==> config.mk <==
export PLATFORM = sky130hd
export DESIGN_NAME = bcd_digit_scanner
export DESIGN_NICKNAME = d
export VERILOG_FILES = /design/src/rtl/seven_seg_pkg.sv /design/src/rtl/bcd_digit_scanner.sv
export SDC_FILE = /design/constraint.sdc
export NUM_CORES = 1
export LEC_CHECK = 0
export BUFFER_PORTS_ARGS = -buffer_cell sky130_fd_sc_hd__buf_4
export CORE_ASPECT_RATIO = 0.7
export CORE_MARGIN = 8
export CORE_UTILIZATION = 56
export CTS_CLUSTER_DIAMETER = 50
export CTS_CLUSTER_SIZE = 30
export DETAILED_ROUTE_END_ITERATION = 16
export GPL_TIMING_DRIVEN = 0
export PLACE_DENSITY = 0.77
export SLEW_MARGIN = 15
export SYNTH_ARGS = -nofsm -noshare
export SYNTH_HDL_FRONTEND = slang
export SYNTH_SLANG_ARGS = --single-unit
==> constraint.sdc <==
create_clock -name clk -period 2.2 [get_ports clk]
set_input_delay 0 -clock clk [delete_from_list [all_inputs] [get_ports clk]]
set_output_delay 0 -clock clk [all_outputs]
set_load 0.01 [all_outputs]
==> src/rtl/seven_seg_pkg.sv <==
// Shared types and constants for the seven-segment display path.
package seven_seg_pkg;

    localparam int unsigned BCD_W   = 4;
    localparam int unsigned BCD_MAX = 9;

    typedef logic [BCD_W-1:0] bcd_t;

    typedef enum logic {
        BLANK = 1'b0,
        DRIVE = 1'b1
    } scan_state_t;

    // True when the nibble is a legal decimal digit.
    function automatic logic is_bcd(input bcd_t d);
        return (d <= bcd_t'(BCD_MAX));
    endfunction

endpackage

==> src/rtl/bcd_digit_scanner.sv <==
// Multi-digit BCD scanner: loads a value over valid/ready, commits it at frame
// boundaries, and time-multiplexes digits with a blanking gap before each one.
// Optional macro LEADING_ZERO_BLANK_EN darkens leading zero digits (digit 0 never).
// Outputs are registered from the current scan position, so they trail the
// internal state by one clock; frame_start therefore appears one clock after
// reset release.
module bcd_digit_scanner
    import seven_seg_pkg::*;
#(
    parameter int unsigned NUM_DIGITS   = 4,
    parameter int unsigned DWELL_CYCLES = 1000,
    parameter int unsigned BLANK_CYCLES = 8
) (
    input  logic                          clk,
    input  logic                          rst_n,
    input  logic                          load_valid,
    output logic                          load_ready,
    input  logic [BCD_W*NUM_DIGITS-1:0]   load_data,
    output logic [BCD_W-1:0]              bcd_out,
    output logic [NUM_DIGITS-1:0]         digit_en_n,
    output logic                          frame_start,
    output logic                          bcd_err
);

    localparam int unsigned MAX_CYC = (DWELL_CYCLES > BLANK_CYCLES) ? DWELL_CYCLES : BLANK_CYCLES;
    localparam int unsigned TW      = (MAX_CYC > 1) ? $clog2(MAX_CYC) : 1;
    localparam int unsigned IW      = $clog2(NUM_DIGITS);

`ifdef LEADING_ZERO_BLANK_EN
    // An all-zero display shows only digit 0.
    localparam logic [NUM_DIGITS-1:0] MASK_RST = {{(NUM_DIGITS-1){1'b1}}, 1'b0};
`else
    localparam logic [NUM_DIGITS-1:0] MASK_RST = '0;
`endif

    scan_state_t                 state, state_nxt;
    logic [IW-1:0]               idx, idx_nxt;
    logic [TW-1:0]               timer, timer_nxt;
    bcd_t [NUM_DIGITS-1:0]       display, display_nxt;
    bcd_t [NUM_DIGITS-1:0]       shadow, shadow_nxt;
    logic                        pending, pending_nxt;
    logic [NUM_DIGITS-1:0]       lzb_mask, lzb_mask_nxt;
    logic [NUM_DIGITS-1:0]       shadow_mask_c;
    logic [BCD_W-1:0]            bcd_out_nxt;
    logic [NUM_DIGITS-1:0]       digit_en_n_nxt;
    logic                        frame_start_nxt;
    logic                        bcd_err_nxt;
    logic                        load_ready_nxt;
    logic                        accept_c;
    logic                        commit_c;
    logic                        load_bad_c;
    bcd_t                        cur_c;
    bcd_t [NUM_DIGITS-1:0]       load_digits_c;

    assign load_digits_c = load_data;

    // Leading-zero mask of the value about to be committed.
    always_comb begin
        shadow_mask_c = '0;
`ifdef LEADING_ZERO_BLANK_EN
        begin
            logic zero_above;
            zero_above = 1'b1;
            for (int i = NUM_DIGITS - 1; i >= 1; i--) begin
                zero_above       = zero_above && (shadow[i] == '0);
                shadow_mask_c[i] = zero_above;
            end
        end
`endif
    end

    // Flags any non-decimal nibble in the incoming load.
    always_comb begin
        load_bad_c = 1'b0;
        for (int i = 0; i < NUM_DIGITS; i++) begin
            if (!is_bcd(load_digits_c[i])) begin
                load_bad_c = 1'b1;
            end
        end
    end

    // Scan sequencing, handshake, commit and output decode.
    always_comb begin
        state_nxt       = state;
        idx_nxt         = idx;
        timer_nxt       = timer + TW'(1);
        display_nxt     = display;
        shadow_nxt      = shadow;
        pending_nxt     = pending;
        lzb_mask_nxt    = lzb_mask;
        bcd_err_nxt     = bcd_err;
        cur_c           = display[idx];
        bcd_out_nxt     = cur_c;
        digit_en_n_nxt  = '1;
        frame_start_nxt = 1'b0;

        accept_c = load_valid && load_ready;
        commit_c = (state == DRIVE) && (timer == TW'(DWELL_CYCLES - 1)) &&
                   (idx == IW'(NUM_DIGITS - 1)) && pending;

        case (state)
            BLANK: begin
                frame_start_nxt = (idx == '0) && (timer == '0);
                if (timer == TW'(BLANK_CYCLES - 1)) begin
                    state_nxt = DRIVE;
                    timer_nxt = '0;
                end
            end
            DRIVE: begin
                if (is_bcd(cur_c) && !lzb_mask[idx]) begin
                    digit_en_n_nxt[idx] = 1'b0;
                end
                if (timer == TW'(DWELL_CYCLES - 1)) begin
                    state_nxt = BLANK;
                    timer_nxt = '0;
                    idx_nxt   = (idx == IW'(NUM_DIGITS - 1)) ? '0 : idx + IW'(1);
                end
            end
            default: begin
                state_nxt = BLANK;
                timer_nxt = '0;
            end
        endcase

        if (commit_c) begin
            display_nxt  = shadow;
            lzb_mask_nxt = shadow_mask_c;
            pending_nxt  = 1'b0;
        end
        if (accept_c) begin
            shadow_nxt  = load_data;
            pending_nxt = 1'b1;
            bcd_err_nxt = bcd_err | load_bad_c;
        end

        load_ready_nxt = !pending_nxt;
    end

    // State and output registers.
    always_ff @(posedge clk or negedge rst_n) begin
        if (!rst_n) begin
            state       <= BLANK;
            idx         <= '0;
            timer       <= '0;
            display     <= '0;
            shadow      <= '0;
            pending     <= 1'b0;
            lzb_mask    <= MASK_RST;
            bcd_out     <= '0;
            digit_en_n  <= '1;
            frame_start <= 1'b0;
            bcd_err     <= 1'b0;
            load_ready  <= 1'b1;
        end else begin
            state       <= state_nxt;
            idx         <= idx_nxt;
            timer       <= timer_nxt;
            display     <= display_nxt;
            shadow      <= shadow_nxt;
            pending     <= pending_nxt;
            lzb_mask    <= lzb_mask_nxt;
            bcd_out     <= bcd_out_nxt;
            digit_en_n  <= digit_en_n_nxt;
            frame_start <= frame_start_nxt;
            bcd_err     <= bcd_err_nxt;
            load_ready  <= load_ready_nxt;
        end
    end

endmodule

Yosys cells after proc, flatten, opt, wreduce, memory -nomap -nowiden
Index checks and enable logic that the tools add are counted.

Bits in read-only memories: 0. Memories kept: 0. Flip-flop bits (word level): 57. Input port bits: 19. Logic and storage cells: 66. Output and inout port bits: 11. Memory bits (writable): 0. Bits in latches: 0.

Muxes and demuxes: 22. Bitwise operators: 3. $mul: 0. Add/subtract/negate cells: 2. Magnitude comparators: 7. Shifts and indexed selects: 0. Eq/ne operators: 3. Reduce and logical (&&, ||, !) cells: 12. Divide/modulo/power cells: 0.

Operators with widths (number): $le A4 B4 Y1 const B (5); $mux W10 (2); $pmux W10 S2 (1); $mux W4 (3); $mux W1 (11); $add A10 B1 Y10 const B (1); $eq A10 B10 Y1 const B (1); $eq A10 B3 Y1 const B (1); $logic_not A10 Y1 (1); $bmux W4 S2 (1); $logic_and A1 B1 Y1 (7); $not A4 Y4 (1); $lt A2 B3 Y1 const B (1); $add A2 B1 Y2 const B (1); $bmux W1 S2 (1); $demux W1 S2 (1); $eq A2 B2 Y1 const B (1); $ge A2 B1 Y1 const B (1); $logic_not A1 Y1 (2); $logic_not A2 Y1 (1); $mux W2 (1); $pmux W1 S2 (1); $reduce_and A2 Y1 (1); $not A1 Y1 (1); $or A1 B1 Y1 (1).

Logic depth before layout (Yosys ltp)
Gate-level depths: netlist (run 1).

Depth in word-level cells: 7. Depth in mapped cells: 7. Gate-level depth less buffers: 5.

Worst setup path before layout (run 1)
No wires, ideal clock.

Path kind: register to register. Start point: register timer[0]. End point: register display[0] (netlist bit). Period minus slack after synthesis: 1940 ps. Stages on the path, launching flop included: 8. Path slack: 260 ps. Data arrival time: 1815 ps. Setup time: 125 ps. Cell sequence: dfrtp_1 -> ha_1 -> nand3b_2 -> nor3_4 -> and3_1 -> buf_4 -> buf_6 -> mux2_2.

Word-level cells in the longest chain between the ends: 4.

Ends and longest elaborated chain: from (decl) (RTL line bcd_digit_scanner.sv:38) `logic [TW-1:0] timer, timer_nxt;`; from (signal assigned) (RTL line bcd_digit_scanner.sv:157) `timer <= timer_nxt;`; $eq A10 B10 Y1 (RTL line bcd_digit_scanner.sv:98) `commit_c = (state == DRIVE) && (timer == TW'(DWELL_CYCLES - 1)) &&`; $logic_and A1 B1 Y1 (2 in a row) (RTL line bcd_digit_scanner.sv:98); $logic_and A1 B1 Y1 (RTL line bcd_digit_scanner.sv:99) `(idx == IW'(NUM_DIGITS - 1)) && pending;`; to (signal assigned) (RTL line bcd_digit_scanner.sv:158) `display <= display_nxt;`; to (decl) (RTL line bcd_digit_scanner.sv:39) `bcd_t [NUM_DIGITS-1:0] display, display_nxt;`.

Every way passes these cells. A chain may end at the register's enable or synchronous reset.

Final worst setup path (run 1)
Start point: register timer[0]. End point: register display[2] (netlist bit).

The elaborated chain is that of the path after synthesis.

==> results of run 1 <==
==> critical path: stages (launching register included) <==
cell and delay [ns]:
dfrtp_1 0.42, ha_2 0.27, nand3b_2 0.17, nor3_4 0.18, and3_1 0.18, buf_4 0.15
buf_6 0.17, mux2_2 0.35
==> cell families after synthesis <==
family / count (synthesis) / share of synthesized area [%]
AOI/OAI and AO/OA: 11 / 3.10
xor gates and xnor gates: 8 / 2.94
adders and majority gates: 6 / 3.15
buffers and inverters: 11 / 2.26
DFF: 57 / 60.1
muxes: 36 / 18.9
and+or+nand+nor: 43 / 9.51
==> routing by layer <==
| metal | global-route usage (%) | wire [um] | vias to the layer above |
|---|---|---|---|
| met5 | 0 | 0 | - |
| met4 | 9.46 | 145 | 0 |
| met3 | 6.34 | 248 | 13 |
| met2 | 22.8 | 2250 | 49 |
| met1 | 19.5 | 2210 | 765 |
| li1 | - | - | 716 |
==> synthesized netlist by cell type <==
cell	number
buf_4	1
nor2b_1	1
buf_2	1
or4_1	1
nand3b_2	1
a21oi_4	1
dfrtp_1	52
inv_1	6
ha_1	6
nor2_1	13
and3_1	1
xor2_1	2
nand3_1	4
nor3_4	1
mux2_2	32
nor4_1	2
a41oi_1	1
mux4_2	4
and2_1	1
or2_2	2
nand3b_1	1
nand4_1	2
a31o_2	1
clkbuf_1	2
or4_4	1
nand2_1	10
xnor2_1	6
nor3_1	2
buf_6	1
o21ai_0	7
dfstp_2	5
a21oi_1	1
==> layout make-up <==
class / instances / area (sq um) / area share [%]
Multi-Input combinational cell: 104 / 898 / 29.8
Tap cell: 55 / 68.8 / 2.28
Inverter: 6 / 22.5 / 0.746
Buffer: 5 / 31.3 / 1.04
Timing Repair Buffer: 47 / 395 / 13.1
Sequential cell: 57 / 1430 / 47.5
Clock buffer: 16 / 170 / 5.64
==> worst paths after layout <==
kind	endpoint	slack (ns)	depth (start not counted)
setup / recovery	display[2]	0.17	7
hold / removal	load_ready	0.04	3
setup reg to reg	display[2]	0.17	7
hold reg to reg	bcd_err	0.47	1
max in group asynchronous	shadow[7]	1.51	2
min in group asynchronous	shadow[10]	0.24	2
==> sequential cells by signal, summed over array words and instances, names as in the netlist <==
signal       flops
bcd_err          1
bcd_out          4
digit_en_n       4
display         16
frame_start      1
idx              2
load_ready       1
pending          1
shadow          16
state            1
timer           10
==> through the flow <==
stage / utilization [%] / total power [W] / cells / setup slack (ns)
2_1_floorplan: - / 0.00128 / 172 / 0.260
3_3_place_gp: 63.5 / 0.00135 / 256 / 0.0996
3_5_place_dp: 63.5 / 0.00137 / 256 / 0.000651
4_1_cts: 71.6 / 0.00223 / 289 / 0.0219
5_1_grt: 71.8 / 0.00231 / 290 / 0.0872
6_report: 71.8 / 0.00222 / 290 / 0.173
==> power groups by stage <==
stage	registers (W)	clock network, W	logic (W)
final	0.00119	0.000848	0.000181
after global routing	0.00120	0.000917	0.000200
after CTS	0.00119	0.000864	0.000185
after detailed placement	0.00120	0	0.000161
after global placement	0.00120	0	0.000150
after floorplan	0.00119	0	0.0000932
==> what timing repair did <==
item,in CTS,in global routing
pin swaps,0,1
buffers inserted,0,1
resized for setup,1,0
hold endpoints to repair,68,0
setup endpoints to repair,10,10
hold buffers,17,0
==> results.sh, run 1 <==
export IMPL_outcome="finished clean"
export IMPL_dp_hpwl_mm=3.36
export IMPL_antenna_found_initial=0
export IMPL_clock_sinks=57
export IMPL_setup_worst_path_class="flop to flop"
export IMPL_rsz0062_at_grt="false"
export IMPL_swShare_pct=21.9
export IMPL_gr_total_overflow=0
export IMPL_via_per_inst=5.32
export IMPL_vias=1543
export IMPL_crit_fanout=10
export IMPL_switching_power_w=0.000486
export IMPL_dpl_cell_area_sq_um=2670
export IMPL_seq_area_frac_synth_pct=60.1
export IMPL_ys_ff_latch=57
export IMPL_layout_drive_gt1_share_pct=39.6
export IMPL_num_antenna_cells=0
export IMPL_fin_nets=255
export IMPL_period_share_pct=92.1
export IMPL_crit_start="timer[0]"
export IMPL_synthToLayoutAreaGrowth_pct=26.7
export IMPL_first_iter_violations=113
export IMPL_core_area_sq_um=4200
export IMPL_clk_pin_slew_ns=0.06
export IMPL_cp_arrival_ns=2.24
export IMPL_worstReg2RegStart="timer[0]"
export IMPL_wirelength_mm=4.85
export IMPL_min_delay_start="load_valid"
export IMPL_firstDrtPassIters=4
export IMPL_hold_viol=0
export IMPL_syn_area_per_cell_sq_um=13.9
export IMPL_syn_num_nets=197
export IMPL_power_density_nw_per_um2=735
export IMPL_final_min_clock_period_ns=2.03
export IMPL_max_cap_viol_count=0
export IMPL_die_x_um=94.0
export IMPL_grt_pass1_wl_mm=7.85
export IMPL_cp_required_ns=2.42
export IMPL_comb_power_share_pct=8.2
export IMPL_die_area_sq_um=6630
export IMPL_synth_cell_types=32
export IMPL_cts_inserted_buffers=9
export IMPL_ios=30
export IMPL_clockRootBuffer="clkbuf_8"
export IMPL_pwr_share_clk_pct=38.2
export IMPL_synthTopCellsByArea="dfrtp_1 55%, mux2_2 15%, dfstp_2 5.5%, mux4_2 3.8%, ha_1 3.2%"
export IMPL_cts_tree="yes"
export IMPL_hold_path_class="input pin to flop"
export IMPL_setup_viol=0
export IMPL_final_common_cell="dfrtp_1"
export IMPL_wl_per_cell_um=16.7
export IMPL_setup_tns_ns=0
export IMPL_place_congestion=0.833
export IMPL_grt_pass1_vias=1648
export IMPL_start_util_pct=56.7
export IMPL_hold_ws_ns=0.0423
export IMPL_portBuffers=29
export IMPL_internal_power_w=0.00173
export IMPL_ant_nets=0
export IMPL_grt_total_usage_pct=15.8
export IMPL_fmax_mhz=493
export IMPL_yosys_warnings=0
export IMPL_final_area_sq_um=3020
export IMPL_post_synth_top_area_cell="dfrtp_1"
export IMPL_grt_max_degree=58
export IMPL_clock_latency_ns=0.34
export IMPL_netlist_area_leader_share_pct=54.6
export IMPL_syn_cell_area_sq_um=2380
export IMPL_ir_drop_uv=474
export IMPL_cts_htree_levels=3
export IMPL_syn_inst=172
export IMPL_p_leak_nw=1.40
export IMPL_endpoint_kind="flop"
export IMPL_remaining_drc_errors=0
export IMPL_clockBufferDepth=2
export IMPL_clock_skew_ns=0.00609
export IMPL_worst_slew_margin_rel_pct=55.0
export IMPL_power_frac_seq_pct=53.6
export IMPL_rows=20
export IMPL_die_h_um=70.6
export IMPL_critPathLaunchType="flop"
export IMPL_drv_slew=0
export IMPL_final_cell_mix="52 x dfrtp_1, 32 x mux2_2, 31 x buf_4"
export IMPL_nFillCells=279
export IMPL_worst_slew_pin_transition_ns=0.674
Power figures use the tool's default switching activity.
==> run 2: changes to the inputs <==
- CORE_UTILIZATION: 56 -> 55
- PLACE_DENSITY: 0.77 -> 0.76
==> results.sh, run 2 (synthesis gave the netlist of run 1 again) <==
export IMPL_outcome="finished clean"
export IMPL_wl_per_cell_um=17.0
export IMPL_setup_viol=0
export IMPL_die_area_sq_um=6730
export IMPL_grt_total_usage_pct=15.7
export IMPL_grt_max_degree=58
export IMPL_die_h_um=71.1
export IMPL_first_iter_violations=67
export IMPL_r2r_cells=7
export IMPL_wirelength_mm=4.94
export IMPL_cp_required_ns=2.41
export IMPL_path_delay_family="simple AND/OR/NAND/NOR gates"
export IMPL_crit_buf_inv=2
export IMPL_hold_end="load_ready"
export IMPL_hold_viol=0
export IMPL_crit_fanout=10
export IMPL_vias=1519
export IMPL_critPathLaunchType="flop"
export IMPL_final_min_clock_period_ns=2.03
export IMPL_slowest_stage="dfrtp_1"
export IMPL_gr_total_overflow=0
export IMPL_portBuffers=29
export IMPL_die_x_um=94.7
export IMPL_remaining_drc_errors=0
export IMPL_drv_slew=0
export IMPL_dpl_worst_slack_ns=0.0487
export IMPL_cp_slowest_stage_delay_ns=0.41
export IMPL_rows=20
export IMPL_power_density_nw_per_um2=799
export IMPL_clock_sinks=57
export IMPL_worstReg2RegStart="timer[0]"
export IMPL_worst_slew_margin_rel_pct=54.4
export IMPL_min_delay_start="load_valid"
export IMPL_clockRootBuffer="clkbuf_8"
export IMPL_final_common_cell="dfrtp_1"
export IMPL_start_util_pct=56.0
export IMPL_rsz0062_at_grt="false"
export IMPL_dp_hpwl_mm=3.40
export IMPL_worst_slew_pin_transition_ns=0.683
export IMPL_setup_tns_ns=0
export IMPL_multi_input_area_sq_um=896
export IMPL_layout_drive_gt1_share_pct=41.5
export IMPL_via_per_inst=5.22
export IMPL_regArea_sq_um=1430
export IMPL_clk_pin_slew_ns=0.06
export IMPL_grt_pass1_vias=1649
export IMPL_p_leak_nw=1.43
export IMPL_endpoint_kind="flop"
export IMPL_r2r_slack_ns=0.17
export IMPL_antenna_found_initial=0
export IMPL_cp_arrival_ns=2.24
export IMPL_hold_ws_ns=0.0465
export IMPL_core_area_sq_um=4250
export IMPL_synthToLayoutAreaGrowth_pct=29.4
export IMPL_r2r_end="display[5]"
export IMPL_clockBufferDepth=2
export IMPL_fin_nets=256
export IMPL_clock_latency_ns=0.33
export IMPL_place_congestion=0.852
export IMPL_cts_htree_levels=3
export IMPL_cts_resized=0
export IMPL_reg_top3="display x16, shadow x16, timer x10"
export IMPL_hold_path_class="input pin to flop"
export IMPL_ir_drop_uv=651
export IMPL_firstDrtPassIters=4
export IMPL_num_antenna_cells=0
export IMPL_path_cells="ha_1 > nand3b_2 > nor3_4 > and3_1 > buf_4 > buf_6 > mux2_2"
export IMPL_clock_skew_ns=0.00651
export IMPL_cts_tree="yes"
export IMPL_period_share_pct=92.3
export IMPL_nFillCells=294
export IMPL_setup_worst_path_class="flop to flop"
export IMPL_grt_pass1_wl_mm=7.87
export IMPL_ios=30
export IMPL_fmax_mhz=493
export IMPL_cts_inserted_buffers=9
export IMPL_min_path_cells=3
export IMPL_ant_nets=0
export IMPL_final_cell_mix="52 x dfrtp_1, 32 x mux2_2, 32 x buf_4"
export IMPL_finalWorstSetupSlack_ns=0.170
export IMPL_max_cap_viol_count=0
==> run 2: cell count changes in the layout (fill, tap and decap cells not counted) <==
| cell | delta |
|---|---|
| buf_4 | +1 |
| clkbuf_1 | -5 |
| clkinv_4 | +1 |
| clkbuf_8 | -1 |
| ha_2 | -1 |
| ha_1 | +1 |
| clkinvlp_4 | +3 |
| bufinv_16 | +2 |
==> run 2: report_power, final <==
part / switching [W] / total [W] / leakage [nW] / internal [W]
sequential: 0.0000491 / 0.00119 / 0.714 / 0.00114
combinational: 0.0000680 / 0.000183 / 0.607 / 0.000115
clock: 0.000417 / 0.00109 / 0.105 / 0.000669
==> run 2: repair_timing <==
action,CTS,global route
endpoints found under the hold margin,68,0
hold buffers,17,0
endpoints found under the setup margin,0,10
setup buffers,0,2
==> run 2: area by class of cell <==
type,count,area share [%]
flip-flops and latches,57,46.5
clock buffers,10,4.46
well taps,55,2.23
plain buffers,5,1.01
multi-input cells,104,29.1
inverters,6,0.731
clock inverters,6,2.96
repair buffers,48,13.1
==> run 2: layer usage <==
layer | wire length, um | GRT usage [%]
met5 | 0 | 0
met4 | 36 | 5.86
met3 | 262 | 6.55
met2 | 2310 | 24.2
met1 | 2330 | 19.2
==> run 2: worst min-delay path: stages <==
cell and delay [ns]:
buf_4 0.09, a21oi_1 0.06, a31o_2 0.22
==> run 2: how the worst max path moves through the flow <==
stage,start,endpoint,cells after the start
after floorplan,timer[0],display[0],7
after global placement,timer[0],display[0],7
after detailed placement,timer[0],display[5],7
after CTS,timer[0],display[1],7
after global routing,timer[1],display[5],7
final,timer[0],display[5],7
==> run 2: through the flow <==
step	instances	util [%]	instance area [sq um]	total power, W
3_5_place_dp	256	62.7	2670	0.00137
4_1_cts	289	72.1	3070	0.00249
5_1_grt	291	72.5	3080	0.00256
6_report	291	72.5	3080	0.00246
3_3_place_gp	256	62.7	2670	0.00135
2_1_floorplan	172	-	2380	0.00128
==> run 3: changes to the inputs <==
- CORE_UTILIZATION: 55 -> 24
- PLACE_DENSITY: 0.76 -> unset
- TNS_END_PERCENT: unset -> 1
==> results.sh, run 3 (synthesis gave the netlist of run 1 again) <==
export IMPL_outcome="finished clean"
export IMPL_final_common_cell="dfrtp_1"
export IMPL_setup_tns_ns=0
export IMPL_worst_slew_margin_rel_pct=52.6
export IMPL_drv_slew=0
export IMPL_cts_tree="yes"
export IMPL_clockBufferDepth=2
export IMPL_cp_arrival_ns=2.25
export IMPL_hold_path_class="input pin to flop"
export IMPL_dp_hpwl_mm=3.41
export IMPL_min_path_cells=3
export IMPL_setup_viol=0
export IMPL_wirelength_mm=4.86
export IMPL_cts_inserted_buffers=9
export IMPL_drt_met1_wl_mm=2.49
export IMPL_setup_worst_path_class="flop to flop"
export IMPL_ir_drop_uv=454
export IMPL_reg_top3="display x16, shadow x16, timer x10"
export IMPL_cp_required_ns=2.40
export IMPL_endpoint_kind="flop"
export IMPL_grt_max_degree=58
export IMPL_crit_buf_inv=2
export IMPL_fin_nets=259
export IMPL_rows=30
export IMPL_power_density_nw_per_um2=829
export IMPL_path_cells="ha_4 > nand3b_2 > nor3_4 > and3_1 > buf_4 > buf_6 > mux2_2"
export IMPL_critPathLaunchType="flop"
export IMPL_r2r_cells=7
export IMPL_final_cell_mix="52 x dfrtp_1, 35 x buf_4, 32 x mux2_2"
export IMPL_final_area_sq_um=3280
export IMPL_cp_depth=7
export IMPL_max_cap_viol_count=0
export IMPL_cp_slowest_stage_delay_ns=0.43
export IMPL_ant_nets=0
export IMPL_period_share_pct=93.1
export IMPL_ios=30
export IMPL_start_util_pct=24.6
export IMPL_p_leak_nw=1.47
export IMPL_synthToLayoutAreaGrowth_pct=37.6
export IMPL_worst_slew_pin_transition_ns=0.710
export IMPL_clock_skew_ns=0.00719
export IMPL_clk_pin_slew_ns=0.05
export IMPL_vias=1536
export IMPL_dr_wl_met2_mm=2.05
export IMPL_grt_pass1_wl_mm=8.21
export IMPL_crit_fanout=10
export IMPL_hold_viol=0
export IMPL_wl_per_cell_um=13.2
export IMPL_firstDrtPassIters=6
export IMPL_dpl_cell_area_sq_um=2760
export IMPL_final_min_clock_period_ns=2.05
export IMPL_rsz0062_at_grt="false"
export IMPL_crit_start="timer[1]"
export IMPL_gr_total_overflow=0
export IMPL_first_iter_violations=51
export IMPL_core_area_sq_um=9680
export IMPL_clockRootBuffer="clkbuf_16"
export IMPL_hold_ws_ns=0.0465
export IMPL_slowest_stage="dfrtp_1"
export IMPL_grt_pass1_vias=1565
export IMPL_die_x_um=135
export IMPL_clock_latency_ns=0.32
export IMPL_nFillCells=979
export IMPL_fin_util_pct=33.8
export IMPL_antenna_found_initial=0
export IMPL_die_h_um=99.4
export IMPL_cts_htree_levels=3
export IMPL_via_per_inst=4.19
export IMPL_wl_met3_um=267
export IMPL_fmax_mhz=488
export IMPL_top_layer="met4"
export IMPL_die_area_sq_um=13400
export IMPL_portBuffers=29
export IMPL_grt_total_usage_pct=7.91
export IMPL_worstReg2RegStart="timer[1]"
export IMPL_path_delay_family="simple AND/OR/NAND/NOR gates"
export IMPL_clock_sinks=57
export IMPL_min_delay_start="load_valid"
export IMPL_remaining_drc_errors=0
export IMPL_layout_drive_gt1_share_pct=42.7
export IMPL_num_antenna_cells=0
export IMPL_place_congestion=0.721
==> run 3: changes by cell type in the layout (fill, tap and decap cells not counted), sizes merged <==
cell    change
clkbuf      -1
clkinv      +2
buf         +3
bufinv      -1
==> run 3: what timing repair did <==
item | CTS | global route
resized for setup | 0 | 2
buffers inserted | 0 | 5
endpoints found under the setup margin | 10 | 10
pin swaps | 1 | 1
endpoints found under the hold margin | 68 | 0
hold buffers | 17 | 0
==> run 3: layer usage <==
layer  GRT usage, %  vias to the layer above
li1               -                      729
met1           10.6                      773
met3           3.88                        5
met5              0                        -
met4           2.81                        0
met2           10.7                       29
==> run 3: metrics by stage <==
step	instances	setup slack, ns	power [W]
after floorplan	172	0.260	0.00128
after global placement	329	0.0530	0.00136
after detailed placement	329	0.0274	0.00137
after CTS	362	0.0505	0.00275
after global routing	367	0.0322	0.00283
final	367	0.151	0.00272
==> run 3: power by group <==
part | total [W] | internal [W] | switching, W
registers | 0.00119 | 0.00114 | 0.0000467
logic | 0.000178 | 0.000115 | 0.0000630
clock network | 0.00135 | 0.000871 | 0.000477
total | 0.00272 | 0.00213 | 0.000586
==> run 3: path summary, 6_finish.rpt <==
check / to / slack [ns]
max: display[2] / 0.15
min: load_ready / 0.05
max reg2reg: display[2] / 0.15
min reg2reg: bcd_err / 0.47
max in group asynchronous: bcd_out[2] / 1.46
min in group asynchronous: shadow[9] / 0.27
==> run 3: area by class of cell <==
cell class / count / area [sq um] / area share (%)
multi-input combinational: 104 / 908 / 27.7
tap: 128 / 160 / 4.89
buffer: 5 / 31.3 / 0.955
clock buffer: 9 / 225 / 6.87
inverter: 6 / 22.5 / 0.687
clock inverter: 7 / 71.3 / 2.18
sequential: 57 / 1430 / 43.7
timing repair buffer: 51 / 425 / 13.0
==> run 3: worst min-delay path, cell delays in order <==
cell and delay (ns):
buf_4 0.08, a21oi_1 0.05, a31o_2 0.22
